File: src/rtl/nic_pkg.sv
// ============================================================================
//  nic_pkg
//  Shared NIC register map, controller state encoding and packet width default.
//  Revision: 1.0
// ============================================================================
`default_nettype none

package nic_pkg;

    localparam int PAC_WIDTH_DFLT = 64;

    localparam logic [1:0] RX_DATA = 2'b00;
    localparam logic [1:0] RX_STAT = 2'b01;
    localparam logic [1:0] TX_DATA = 2'b10;
    localparam logic [1:0] TX_STAT = 2'b11;

    typedef enum logic [2:0] {
        S_IDLE     = 3'd0,
        S_RX_STAT  = 3'd1,
        S_RX_READ  = 3'd2,
        S_TX_STAT  = 3'd3,
        S_TX_WRITE = 3'd4
    } state_e;

endpackage

`default_nettype wire

File: src/rtl/cardinal_nic_ctrl.sv
// ============================================================================
//  cardinal_nic_ctrl
//  PE-side controller: turns valid/ready TX/RX streams into round-robin NIC
//  status polls, receive-buffer reads and transmit-buffer writes.
//  Revision: 1.0
// ============================================================================
`default_nettype none

module cardinal_nic_ctrl
    import nic_pkg::*;
#(
    parameter int PAC_WIDTH = PAC_WIDTH_DFLT,
    parameter int CNT_WIDTH = 16
) (
    input  logic                 clk,
    input  logic                 reset,
    output logic [0:1]           nic_addr,
    output logic                 nic_en,
    output logic                 nic_wr_en,
    output logic [0:PAC_WIDTH-1] nic_d_in,
    input  logic [0:PAC_WIDTH-1] nic_d_out,
    input  logic                 tx_valid,
    output logic                 tx_ready,
    input  logic [0:PAC_WIDTH-1] tx_data,
    output logic                 rx_valid,
    input  logic                 rx_ready,
    output logic [0:PAC_WIDTH-1] rx_data,
    output logic [0:CNT_WIDTH-1] tx_cnt,
    output logic [0:CNT_WIDTH-1] rx_cnt
);

    state_e                 r_state;
    logic [0:PAC_WIDTH-1]   r_tx_reg;
    logic                   r_tx_pend;
    logic [0:PAC_WIDTH-1]   r_rx_reg;
    logic                   r_rx_full;
    logic                   r_rr_last;
    logic [0:CNT_WIDTH-1]   r_tx_cnt;
    logic [0:CNT_WIDTH-1]   r_rx_cnt;
    logic                   r_nic_en;
    logic                   r_nic_wr_en;
    logic [0:1]             r_nic_addr;
    logic [0:PAC_WIDTH-1]   r_nic_d_in;

    logic w_status;
    logic w_rx_elig;
    logic w_tx_elig;
    logic w_tx_accept;
    logic w_rx_consume;
    logic w_pick_rx;

    // Only the last bit of a status word carries meaning.
    assign w_status     = nic_d_out[PAC_WIDTH-1];
    assign w_rx_elig    = !r_rx_full;
    assign w_tx_elig    = r_tx_pend;
    assign w_tx_accept  = tx_valid && !r_tx_pend;
    assign w_rx_consume = r_rx_full && rx_ready;
    // RX wins when alone, or on a tie when TX was served last.
    assign w_pick_rx    = w_rx_elig && (!w_tx_elig || r_rr_last);

    always_ff @(posedge clk or posedge reset) begin
        if (reset) begin
            r_state     <= S_IDLE;
            r_tx_reg    <= '0;
            r_tx_pend   <= 1'b0;
            r_rx_reg    <= '0;
            r_rx_full   <= 1'b0;
            r_rr_last   <= 1'b1;
            r_tx_cnt    <= '0;
            r_rx_cnt    <= '0;
            r_nic_en    <= 1'b0;
            r_nic_wr_en <= 1'b0;
            r_nic_addr  <= RX_DATA;
            r_nic_d_in  <= '0;
        end else begin
            if (w_tx_accept) begin
                r_tx_reg  <= tx_data;
                r_tx_pend <= 1'b1;
            end
            if (w_rx_consume) begin
                r_rx_full <= 1'b0;
            end

            // Outputs are registered with the next state; idle values by default.
            r_nic_en    <= 1'b0;
            r_nic_wr_en <= 1'b0;
            r_nic_addr  <= RX_DATA;
            r_nic_d_in  <= '0;

            case (r_state)
                S_IDLE: begin
                    if (w_pick_rx) begin
                        r_state    <= S_RX_STAT;
                        r_rr_last  <= 1'b0;
                        r_nic_en   <= 1'b1;
                        r_nic_addr <= RX_STAT;
                    end else if (w_tx_elig) begin
                        r_state    <= S_TX_STAT;
                        r_rr_last  <= 1'b1;
                        r_nic_en   <= 1'b1;
                        r_nic_addr <= TX_STAT;
                    end
                end
                S_RX_STAT: begin
                    if (w_status) begin
                        r_state    <= S_RX_READ;
                        r_nic_en   <= 1'b1;
                        r_nic_addr <= RX_DATA;
                    end else begin
                        r_state <= S_IDLE;
                    end
                end
                S_RX_READ: begin
                    r_rx_reg  <= nic_d_out;
                    r_rx_full <= 1'b1;
                    r_rx_cnt  <= r_rx_cnt + CNT_WIDTH'(1);
                    r_state   <= S_IDLE;
                end
                S_TX_STAT: begin
                    if (!w_status) begin
                        r_state     <= S_TX_WRITE;
                        r_nic_en    <= 1'b1;
                        r_nic_wr_en <= 1'b1;
                        r_nic_addr  <= TX_DATA;
                        r_nic_d_in  <= r_tx_reg;
                    end else begin
                        r_state <= S_IDLE;
                    end
                end
                S_TX_WRITE: begin
                    r_tx_pend <= 1'b0;
                    r_tx_cnt  <= r_tx_cnt + CNT_WIDTH'(1);
                    r_state   <= S_IDLE;
                end
                default: begin
                    r_state <= S_IDLE;
                end
            endcase
        end
    end

    assign nic_en    = r_nic_en;
    assign nic_wr_en = r_nic_wr_en;
    assign nic_addr  = r_nic_addr;
    assign nic_d_in  = r_nic_d_in;
    assign tx_ready  = !r_tx_pend;
    assign rx_valid  = r_rx_full;
    assign rx_data   = r_rx_reg;
    assign tx_cnt    = r_tx_cnt;
    assign rx_cnt    = r_rx_cnt;

endmodule

`default_nettype wire

File: config.mk
export PLATFORM = sky130hd
export DESIGN_NAME = cardinal_nic_ctrl
export DESIGN_NICKNAME = d
export VERILOG_FILES = /design/src/rtl/nic_pkg.sv /design/src/rtl/cardinal_nic_ctrl.sv
export SDC_FILE = /design/constraint.sdc
export NUM_CORES = 1
export LEC_CHECK = 0
export BUFFER_PORTS_ARGS = -buffer_cell sky130_fd_sc_hd__buf_2
export CAP_MARGIN = 20
export CORE_MARGIN = 10
export CORE_UTILIZATION = 50
export DETAILED_ROUTE_END_ITERATION = 12
export GPL_TIMING_DRIVEN = 0
export PLACE_DENSITY = 0.81
export REMOVE_ABC_BUFFERS = 1
export SYNTH_ARGS = -nofsm -noshare
export SYNTH_HDL_FRONTEND = slang
export SYNTH_SLANG_ARGS = --single-unit
File: constraint.sdc
create_clock -name clk -period 9.49 [get_ports clk]
set_clock_uncertainty 0.15 [all_clocks]
set_input_delay 0.949 -clock clk [delete_from_list [all_inputs] [get_ports clk]]
set_output_delay 0.949 -clock clk [all_outputs]
set_load 0.02 [all_outputs]
==> flow_summary_export.csv, run 1 <==
group,metric,value,unit
run_status,status,"completed",
clock_tree,insertion_delay,500,ps
power_and_ir_drop,leakagePower,5.84,nW
power_and_ir_drop,ir_worst_vdd,0.000221,V
die,start_util,0.515,
hold_path,hp-class,"register to register",
logic_synthesis,synth_ff_type,"dfrtp_1",
logic_synthesis,yosys.area.top_type,"dfrtp_1",
finish,syn2layout_area_growth,32.3,%
logic_synthesis,synth.most_common_cell,"dfrtp_1",
logic_synthesis,synth_edf_count,0,
logic_synthesis,synth-adder-area-share,0.00291,
logic_synthesis,synth_commonest_cells,"dfrtp_1 (233), mux2_2 (130), and2_1 (64)",
routing,drc,0,
routing,ant_nets,0,
die,coreArea,16700,µm²
finish,fin_nets,1007,
logic_synthesis,synth_compound_gate_area_share,0.00698,
logic_synthesis,yosys_warnings,0,
power_and_ir_drop,p_per_area,321,nW/µm²
timing,timing.final.ws_setup,7060,ps
routing,wirelength,22200,µm
die,dieArea,22800,µm²
clock_tree,clock_path_buffers,3,
routing,initialDrtViolationCount,130,
timing,hold_viol,0,
die,num_rows,47,
finish,final_core_util,0.681,
run,drv_cap,0,
finish,seqCellArea,5860,µm²
power_and_ir_drop,p_total,3.66,mW
routing,dr.pass1.iters,4,
grt,grt_start_max_net_pins,119,
finish,fin_area,11400,µm²
die,die_height,151,µm
logic_synthesis,synth_top_family_by_area,"multiplexers",
timing,slew_viol_final,0,
clock_tree,cts_root_buf,"clkbuf_16",
grt,grt_pass1_wl,33800,µm
clock_tree,cts_inserted_buffers,24,
timing,setup_viol_count_final,0,
setup_path,critPathMaxFanout,5,
power_and_ir_drop,power_frac_seq,0.415,
clock_tree,cts_htree_levels,1,
clock_tree,hold_buffers,0,
power_and_ir_drop,clockPowerShare,0.283,
logic_synthesis,ys_ff_latch,234,
clock_tree,cts_tree,"built",
die,pin_count,298,
place,gp_congestion,0.820,
timing,clock.fmax,0.412,GHz
place,numPortBuffers,297,
logic_synthesis,synth.area.mux_share,0.170,
power_and_ir_drop,swShare,0.313,
timing,rsz0062_at_grt,"false",
finish,multi_input_area,2610,µm²
logic_synthesis,synth_cells,564,
grt,grt_pass1_vias,5998,
timing,period_minus_slack,2430,ps
place,dpl_worst_slack,7000,ps
power_and_ir_drop,internal_power,2.51,mW
clock_tree,cts.clk_slew.worst_paths,60,ps
clock_tree,numClockSinks,234,
logic_synthesis,ys_async_sr_fraction,1.00,
die,dieWidth,151,µm
logic_synthesis,synth.distinct_cells,33,
power_and_ir_drop,switching_power,1.14,mW
logic_synthesis,yosysSeqAreaShare,0.681,
grt,grt_overflow,0,
timing,tightestPinTransition,808,ps
setup_path,critPathLaunchType,"register",
logic_synthesis,synth-simple-area-share,0.0905,
routing,wl_per_cell,19.9,µm
logic_synthesis,netlist.area_leader.share,0.678,
timing,final.setup.tns,0,ps
setup_path,endpoint_kind,"primary output",
timing,slew_headroom,0.461,
logic_synthesis,synth-xor-area-share,0.0316,
place,placed_area,10500,µm²
logic_synthesis,synth_area_per_cell,15.2,µm²
routing,num_vias,5474,
logic_synthesis,yosys-top-cells-area,"dfrtp_1 (68%), mux2_2 (17%), and2_1 (4.7%)",
setup_path,arrival,1330,ps
clock_tree,ctsResizeCount,0,
grt,grt_use_total,0.188,
grt,grt_antenna_before_repair,2,
finish,drive_gt1_frac,0.547,
clock_tree,cts_setup_buffers,0,
setup_path,cp.required,8390,ps
power_and_ir_drop,p_comb_frac,0.302,
routing,viasPerCell,4.91,
finish,nFillCells,1170,
place,hpwl,16800,µm
setup_path,crit_type,"register to primary output",
logic_synthesis,netlist_area,8600,µm²
timing,finalCritPeriodShare,0.256,
## area by class of cell
cell class,instances,area share
Multi-Input combinational cell,300,0.230
Inverter,6,0.00264
Sequential cell,234,0.515
Tap cell,220,0.0242
Clock inverter,8,0.0125
Clock buffer,36,0.0666
Antenna cell,3,0.000660
Timing Repair Buffer,307,0.149
## stage by stage
stage / hold slack [ps] / instances
2_1_floorplan: 299 / 540
3_3_place_gp: 304 / 1057
3_5_place_dp: 308 / 1067
4_1_cts: 321 / 1111
5_1_grt: 333 / 1112
6_report: 324 / 1114
## cells in the final DEF, fill, tap and decap left out, types with 4 or more instances in the layout
master,Yosys,layout
nand2_1,13,13
mux2_2,130,130
nor2_1,8,8
nor3_1,8,7
nand4_1,9,9
xnor2_1,13,13
inv_1,6,5
bufinv_16,0,4
clkbuf_8,0,9
dfrtp_1,233,233
nor4_1,4,4
nand3_1,8,8
buf_2,12,297
xor2_1,18,18
and2_1,64,64
clkbuf_16,0,25
buf_16,0,5
## power by group through the flow
stage	Clock [mW]	Sequential, mW	Combinational (mW)
6_report	1.03	1.52	1.11
3_3_place_gp	0	1.51	1.06
5_1_grt	1.10	1.57	1.19
3_5_place_dp	0	1.54	1.13
4_1_cts	1.05	1.52	1.13
2_1_floorplan	0	1.75	0.471
## critical path, cell delays in order (launching register included)
cell     delay, ps
dfrtp_1        450
inv_1          160
buf_2          210
## worst paths after layout
kind,start,depth (start not counted),end,slack (ps)
worst max-delay path,r_tx_pend$_DFFE_PP0P_,2,tx_ready,7060
worst max register to register,r_state[1]$_DFFE_PP0P_,4,rx_cnt[4]$_DFFE_PP0P_,7150
worst min-delay path,r_tx_reg[1]$_DFFE_PP0P_,1,nic_d_in[1]$_DFF_PP0_,320
max in group asynchronous,reset,3,nic_d_in[45]$_DFF_PP0_,7730
worst min register to register,r_tx_reg[1]$_DFFE_PP0P_,1,nic_d_in[1]$_DFF_PP0_,320
min in group asynchronous,reset,2,rx_data[32]$_DFFE_PP0P_,440
## cells by family after synthesis
kind of cell / Yosys count
multiplexers: 130
AND/OR/NAND/NOR: 127
AO/OA/AOI/OAI: 10
XOR/XNOR: 31
adder cells (fa/ha/maj): 2
flip-flops: 234
buffers and inverters: 30
## routing by layer
layer | routed length (µm) | global-route usage
met5 | 0 | 0
met1 | 8080 | 0.202
met4 | 444 | 0.0510
met2 | 11000 | 0.328
met3 | 2730 | 0.0838
(Power assumes the default switching activity.)
==> run 2, diff against run 1 <==
- clock period: 9.49 -> 2.35 ns (I/O delays scaled with it)
==> run 2 against run 1 <==
Net effect:
- via count is 13% higher
- highest routed layer unchanged
- critical path type is now register to register
- sequential power increased to 4.1 times the previous value
- combinational power grew to 4.3 times the previous value
- wire length is 17% higher
- first-iteration DRC count up 24%
- setup slack lost 6800 ps
- non-clock buffer count increased by 134
- design area up 12%
- final cell count rose by 12%
- register-to-register slack worse by 6900 ps
- hold slack got worse by 36 ps
- critical path depth up 2
==> flow_summary_export.csv, run 2 (synthesis gave the netlist of run 1 again) <==
group,metric,value,unit
routing,wirelength,26000,µm
timing,slew_headroom,0.456,
timing,setup_viol_count_final,0,
setup_path,crit_type,"register to register",
finish,fin_nets,1141,
grt,use_met2,0.387,
place,dpl_worst_slack,16.2,ps
die,pin_count,298,
power_and_ir_drop,switching_power,4.89,mW
power_and_ir_drop,p_total,15.2,mW
setup_path,critical_path_buf_inv_count,0,
power_and_ir_drop,p_comb_frac,0.317,
run_status,status,"completed",
finish,nFillCells,957,
setup_path,cp_cell_sequence,"nor3b_4, nand4_4, nor4_1, xor2_1",
grt,grtUsageMet3,0.0803,
setup_path,arrival,2360,ps
setup_path,slowest_delay,520,ps
routing,ant_nets,0,
clock_tree,cts_inserted_buffers,24,
hold_path,hp-class,"input pin to asynchronous set/reset pin",
timing,tightestPinTransition,816,ps
timing,slew_viol_final,0,
power_and_ir_drop,clockPowerShare,0.275,
finish,layout_common_cells,"buf_2 (297), dfrtp_1 (233), dlygate4sd3_1 (131)",
routing,dr.pass1.iters,4,
timing,rsz0062_at_grt,"false",
routing,initialDrtViolationCount,161,
timing,finalCritPeriodShare,0.890,
finish,fin_area,12700,µm²
setup_path,endpoint_kind,"register",
grt,use_met1,0.255,
setup_path,cp.required,2620,ps
die,num_rows,47,
routing,viasPerCell,4.96,
setup_path,slowest_stage,"dfrtp_1",
clock_tree,ctsResizeCount,0,
die,start_util,0.515,
timing,timing.final.ws_setup,258,ps
grt,grt_use_total,0.223,
grt,grt_antenna_before_repair,2,
timing,clock.fmax,0.478,GHz
die,dieArea,22800,µm²
setup_path,critPathMaxFanout,8,
timing,period_minus_slack,2090,ps
die,coreArea,16700,µm²
routing,wl_per_cell,20.8,µm
grt,grt_overflow,0,
clock_tree,numClockSinks,234,
routing,num_vias,6190,
place,placed_area,10500,µm²
routing,drc,0,
clock_tree,cts_tree,"built",
clock_tree,clock_path_buffers,3,
run,drv_cap,0,
power_and_ir_drop,ir_worst_vdd,0.000886,V
power_and_ir_drop,power_frac_seq,0.409,
power_and_ir_drop,p_per_area,1200,nW/µm²
place,gp_congestion,0.820,
die,die_height,151,µm
clock_tree,cts.clk_slew.worst_paths,60,ps
timing,final.setup.tns,0,ps
die,dieWidth,151,µm
finish,layout_commonest_cell,"buf_2",
finish,syn2layout_area_growth,47.9,%
place,hpwl,16800,µm
grt,grt_pass1_wl,40100,µm
setup_path,reg2reg_setup_slack,260,ps
setup_path,critPathLaunchType,"register",
clock_tree,insertion_delay,500,ps
grt,grt_start_max_net_pins,119,
power_and_ir_drop,swShare,0.321,
finish,drive_gt1_frac,0.478,
clock_tree,cts_root_buf,"clkbuf_16",
timing,hold_viol,0,
power_and_ir_drop,leakagePower,6.41,nW
place,numPortBuffers,297,
grt,grt.busiest_layer,"met2",
grt,grt_pass1_vias,6858,
clock_tree,cts_htree_levels,1,
setup_path,critPathTopFamily,"simple AND/OR/NAND/NOR gates",
power_and_ir_drop,internal_power,10.3,mW
-- run 2: metal layers --
| metal | share of wire | routed length [µm] |
|---|---|---|
| met1 | 0.37 | 9710 |
| met2 | 0.50 | 13000 |
| met3 | 0.10 | 2590 |
| met4 | 0.025 | 656 |
| met5 | 0 | 0 |
-- run 2: stage by stage --
step / hold slack [ps] / std cells / util
detailed placement: 302 / 1067 / 0.627
CTS: 321 / 1242 / 0.759
finish: 289 / 1247 / 0.761
global placement: 304 / 1057 / 0.613
floorplan: 156 / 540 / -
global route: 338 / 1247 / 0.761
-- run 2: power by group through the flow --
| stage | sequential [mW] | clock, mW | combinational [mW] |
|---|---|---|---|
| finish | 6.23 | 4.18 | 4.82 |
| global route | 6.40 | 4.44 | 5.15 |
| CTS | 6.14 | 4.26 | 4.74 |
| detailed placement | 6.21 | 0 | 4.55 |
| global placement | 6.11 | 0 | 4.29 |
| floorplan | 7.05 | 0 | 1.90 |
-- run 2: cell type report --
class | count | area, µm² | area share
flip-flops and latches | 234 | 5860 | 0.461
well taps | 220 | 275 | 0.0216
diodes | 2 | 5.00 | 0.000394
inverters | 6 | 30.0 | 0.00236
clock buffers | 36 | 757 | 0.0595
clock inverters | 8 | 143 | 0.0112
multi-input cells | 300 | 2610 | 0.205
repair buffers | 441 | 3040 | 0.239
-- run 2: worst reg2reg max path, stage by stage (launching register included) --
cell     delay, ps
dfrtp_1        520
nor3b_4        450
nand4_4        210
nor4_1         470
xor2_1         210
-- run 2: final timing paths --
| check | from | to | depth (start not counted) |
|---|---|---|---|
| max in group asynchronous | reset | nic_d_in[45]$_DFF_PP0_ | 4 |
| min in group clk | tx_cnt[0]$_DFFE_PP0N_ | tx_cnt[0]$_DFFE_PP0N_ | 1 |
| worst max-delay path | r_state[2]$_DFFE_PP0P_ | tx_cnt[2]$_DFFE_PP0N_ | 4 |
| worst min register to register | tx_cnt[0]$_DFFE_PP0N_ | tx_cnt[0]$_DFFE_PP0N_ | 1 |
| worst max register to register | r_state[2]$_DFFE_PP0P_ | tx_cnt[2]$_DFFE_PP0N_ | 4 |
| worst min-delay path | reset | rx_data[57]$_DFFE_PP0P_ | 3 |
-- run 2: repair_timing --
item,CTS,global route
hold buffers,131,0
endpoints found under the hold margin,247,0
setup buffers,0,3
setup endpoints to repair,0,29
==> run 3, diff against run 2 <==
- CELL_PAD_IN_SITES_DETAIL_PLACEMENT: not set -> 1
- CELL_PAD_IN_SITES_GLOBAL_PLACEMENT: not set -> 1
- CORE_UTILIZATION: 50 -> 43
- PLACE_DENSITY: 0.81 -> 0.86
- clock period: 2.35 -> 2.5 ns (I/O delays scaled with it)
==> run 3 against run 2 <==
Net effect:
- core utilization shrank 11 points
- clock-buffer cell count fell by 1
- final cell count grew 3.8%
- setup slack worse by 16 ps
- sequential share of layout area decreased by 0.30 points
- critical endpoint is now rx_data[14]$_DFFE_PP0P_
- largest power group unchanged
==> flow_summary_export.csv, run 3 (synthesis gave the netlist of run 1 again) <==
group,metric,value,unit
routing,dr.pass1.iters,4,
place,dpl_worst_slack,-25.8,ps
clock_tree,cts_tree,"built",
power_and_ir_drop,p_per_area,1170,nW/µm²
die,pin_count,298,
setup_path,critPathLaunchType,"register",
die,dieArea,26100,µm²
routing,initialDrtViolationCount,367,
run,drv_cap,0,
clock_tree,clock_path_buffers,3,
timing,setup_viol_count_final,0,
power_and_ir_drop,leakagePower,6.43,nW
grt,grt_overflow,0,
clock_tree,insertion_delay,530,ps
routing,viasPerCell,5.01,
timing,clock.fmax,0.443,GHz
die,dieWidth,161,µm
place,gp_congestion,0.807,
setup_path,cp.required,2740,ps
clock_tree,numClockSinks,234,
timing,final.setup.tns,0,ps
routing,drc,0,
timing,timing.final.ws_setup,242,ps
finish,instances_no_fill,1294,
timing,period_minus_slack,2260,ps
hold_path,hp-class,"input pin to asynchronous set/reset pin",
grt,grt_start_max_net_pins,126,
clock_tree,cts.clk_slew.worst_paths,60,ps
routing,num_vias,6483,
clock_tree,cts_root_buf,"clkbuf_16",
setup_path,arrival,2500,ps
finish,drive_gt1_frac,0.479,
timing,rsz0062_at_grt,"false",
grt,grt_use_total,0.247,
grt,grt_pass1_vias,7773,
place,numPortBuffers,297,
routing,wl_per_cell,25.6,µm
die,num_rows,51,
finish,fin_nets,1142,
setup_path,critPathMaxFanout,20,
routing,ant_nets,0,
routing,wirelength,33100,µm
grt,grt_antenna_before_repair,1,
routing,met3_wirelength,2400,µm
clock_tree,cts_htree_levels,1,
power_and_ir_drop,swShare,0.340,
power_and_ir_drop,switching_power,5.11,mW
finish,nFillCells,1909,
routing,wl_met1,12000,µm
setup_path,endpoint_kind,"register",
die,coreArea,19600,µm²
place,hpwl,17900,µm
run_status,status,"completed",
timing,tightestPinTransition,814,ps
place,place_inst,1113,
routing,wl_met2,17600,µm
finish,syn2layout_area_growth,48.9,%
clock_tree,cts_inserted_buffers,26,
setup_path,crit_type,"register to register",
routing,top_layer_used,"met4",
power_and_ir_drop,power_frac_seq,0.402,
power_and_ir_drop,ir_worst_vdd,0.000623,V
finish,layout_commonest_cell,"buf_2",
die,start_util,0.439,
grt,grt_pass1_wl,50100,µm
power_and_ir_drop,clockPowerShare,0.290,
timing,slew_viol_final,0,
power_and_ir_drop,internal_power,9.92,mW
timing,finalCritPeriodShare,0.903,
finish,layout_common_cells,"buf_2 (297), dfrtp_1 (233), dlygate4sd3_1 (131)",
timing,slew_headroom,0.457,
timing,hold_viol,0,
die,die_height,161,µm
power_and_ir_drop,p_comb_frac,0.308,
==> run 3: cell count changes in the layout (fill, tap and decap cells not counted), moves of 2 or more <==
cell and change:
clkbuf_8 -4, buf_16 -3, clkinv_2 +3, buf_8 +2, bufinv_16 +2, clkbuf_16 +2
==> run 3: per-stage QoR <==
| step | total power [mW] | instance area (µm²) | util | hold slack, ps |
|---|---|---|---|---|
| floorplan | 8.41 | 8480 | - | 171 |
| global placement | 9.75 | 10300 | 0.526 | 303 |
| detailed placement | 10.2 | 10500 | 0.536 | 310 |
| CTS | 14.7 | 12800 | 0.653 | 305 |
| global route | 15.7 | 12800 | 0.653 | 348 |
| finish | 15.0 | 12800 | 0.653 | 263 |
==> run 3: area by class of cell <==
class / count / area (µm²) / share of cell area
inverter: 6 / 30.0 / 0.00235
multi-input combinational: 300 / 2610 / 0.204
clock buffer: 35 / 756 / 0.0590
sequential: 234 / 5860 / 0.458
timing repair buffer: 440 / 2990 / 0.234
antenna: 1 / 2.50 / 0.000196
clock inverter: 13 / 221 / 0.0173
tap: 265 / 332 / 0.0259
==> run 3: power by group through the flow <==
| stage | registers (mW) | logic (mW) | clock network (mW) |
|---|---|---|---|
| after floorplan | 6.63 | 1.79 | 0 |
| after global placement | 5.77 | 3.98 | 0 |
| after detailed placement | 5.90 | 4.25 | 0 |
| after CTS | 5.88 | 4.49 | 4.38 |
| after global routing | 6.18 | 4.90 | 4.60 |
| final | 6.04 | 4.63 | 4.37 |
==> run 3: routing by layer <==
metal,vias up,track usage
li1,2795,-
met1,3350,0.262
met2,279,0.464
met3,59,0.0669
met4,0,0.0778
met5,-,0
==> run 3: worst paths after layout <==
path | to | cells past startpoint | slack, ps | start
worst max-delay path | rx_data[14]$_DFFE_PP0P_ | 6 | 240 | r_state[1]$_DFFE_PP0P_
worst min-delay path | nic_d_in[26]$_DFF_PP0_ | 3 | 260 | reset
worst max register to register | rx_data[14]$_DFFE_PP0P_ | 6 | 240 | r_state[1]$_DFFE_PP0P_
worst min register to register | tx_cnt[10]$_DFFE_PP0N_ | 1 | 330 | tx_cnt[10]$_DFFE_PP0N_
max in group asynchronous | nic_d_in[24]$_DFF_PP0_ | 4 | 820 | reset
min in group clk | tx_cnt[10]$_DFFE_PP0N_ | 1 | 330 | tx_cnt[10]$_DFFE_PP0N_
==> run 3: repair_timing <==
action	4_1_cts	5_1_grt
endpoints found under the setup margin	16	0
hold endpoints to repair	239	0
hold buffers	131	0
setup buffers	1	0
gates resized for setup	0	0
==> run 3: worst max-delay path, stage by stage (launching register included) <==
cell     delay (ps)
dfrtp_1         520
nor3b_4         290
buf_8           190
buf_8           200
buf_8           220
buf_16          180
mux2_2          360
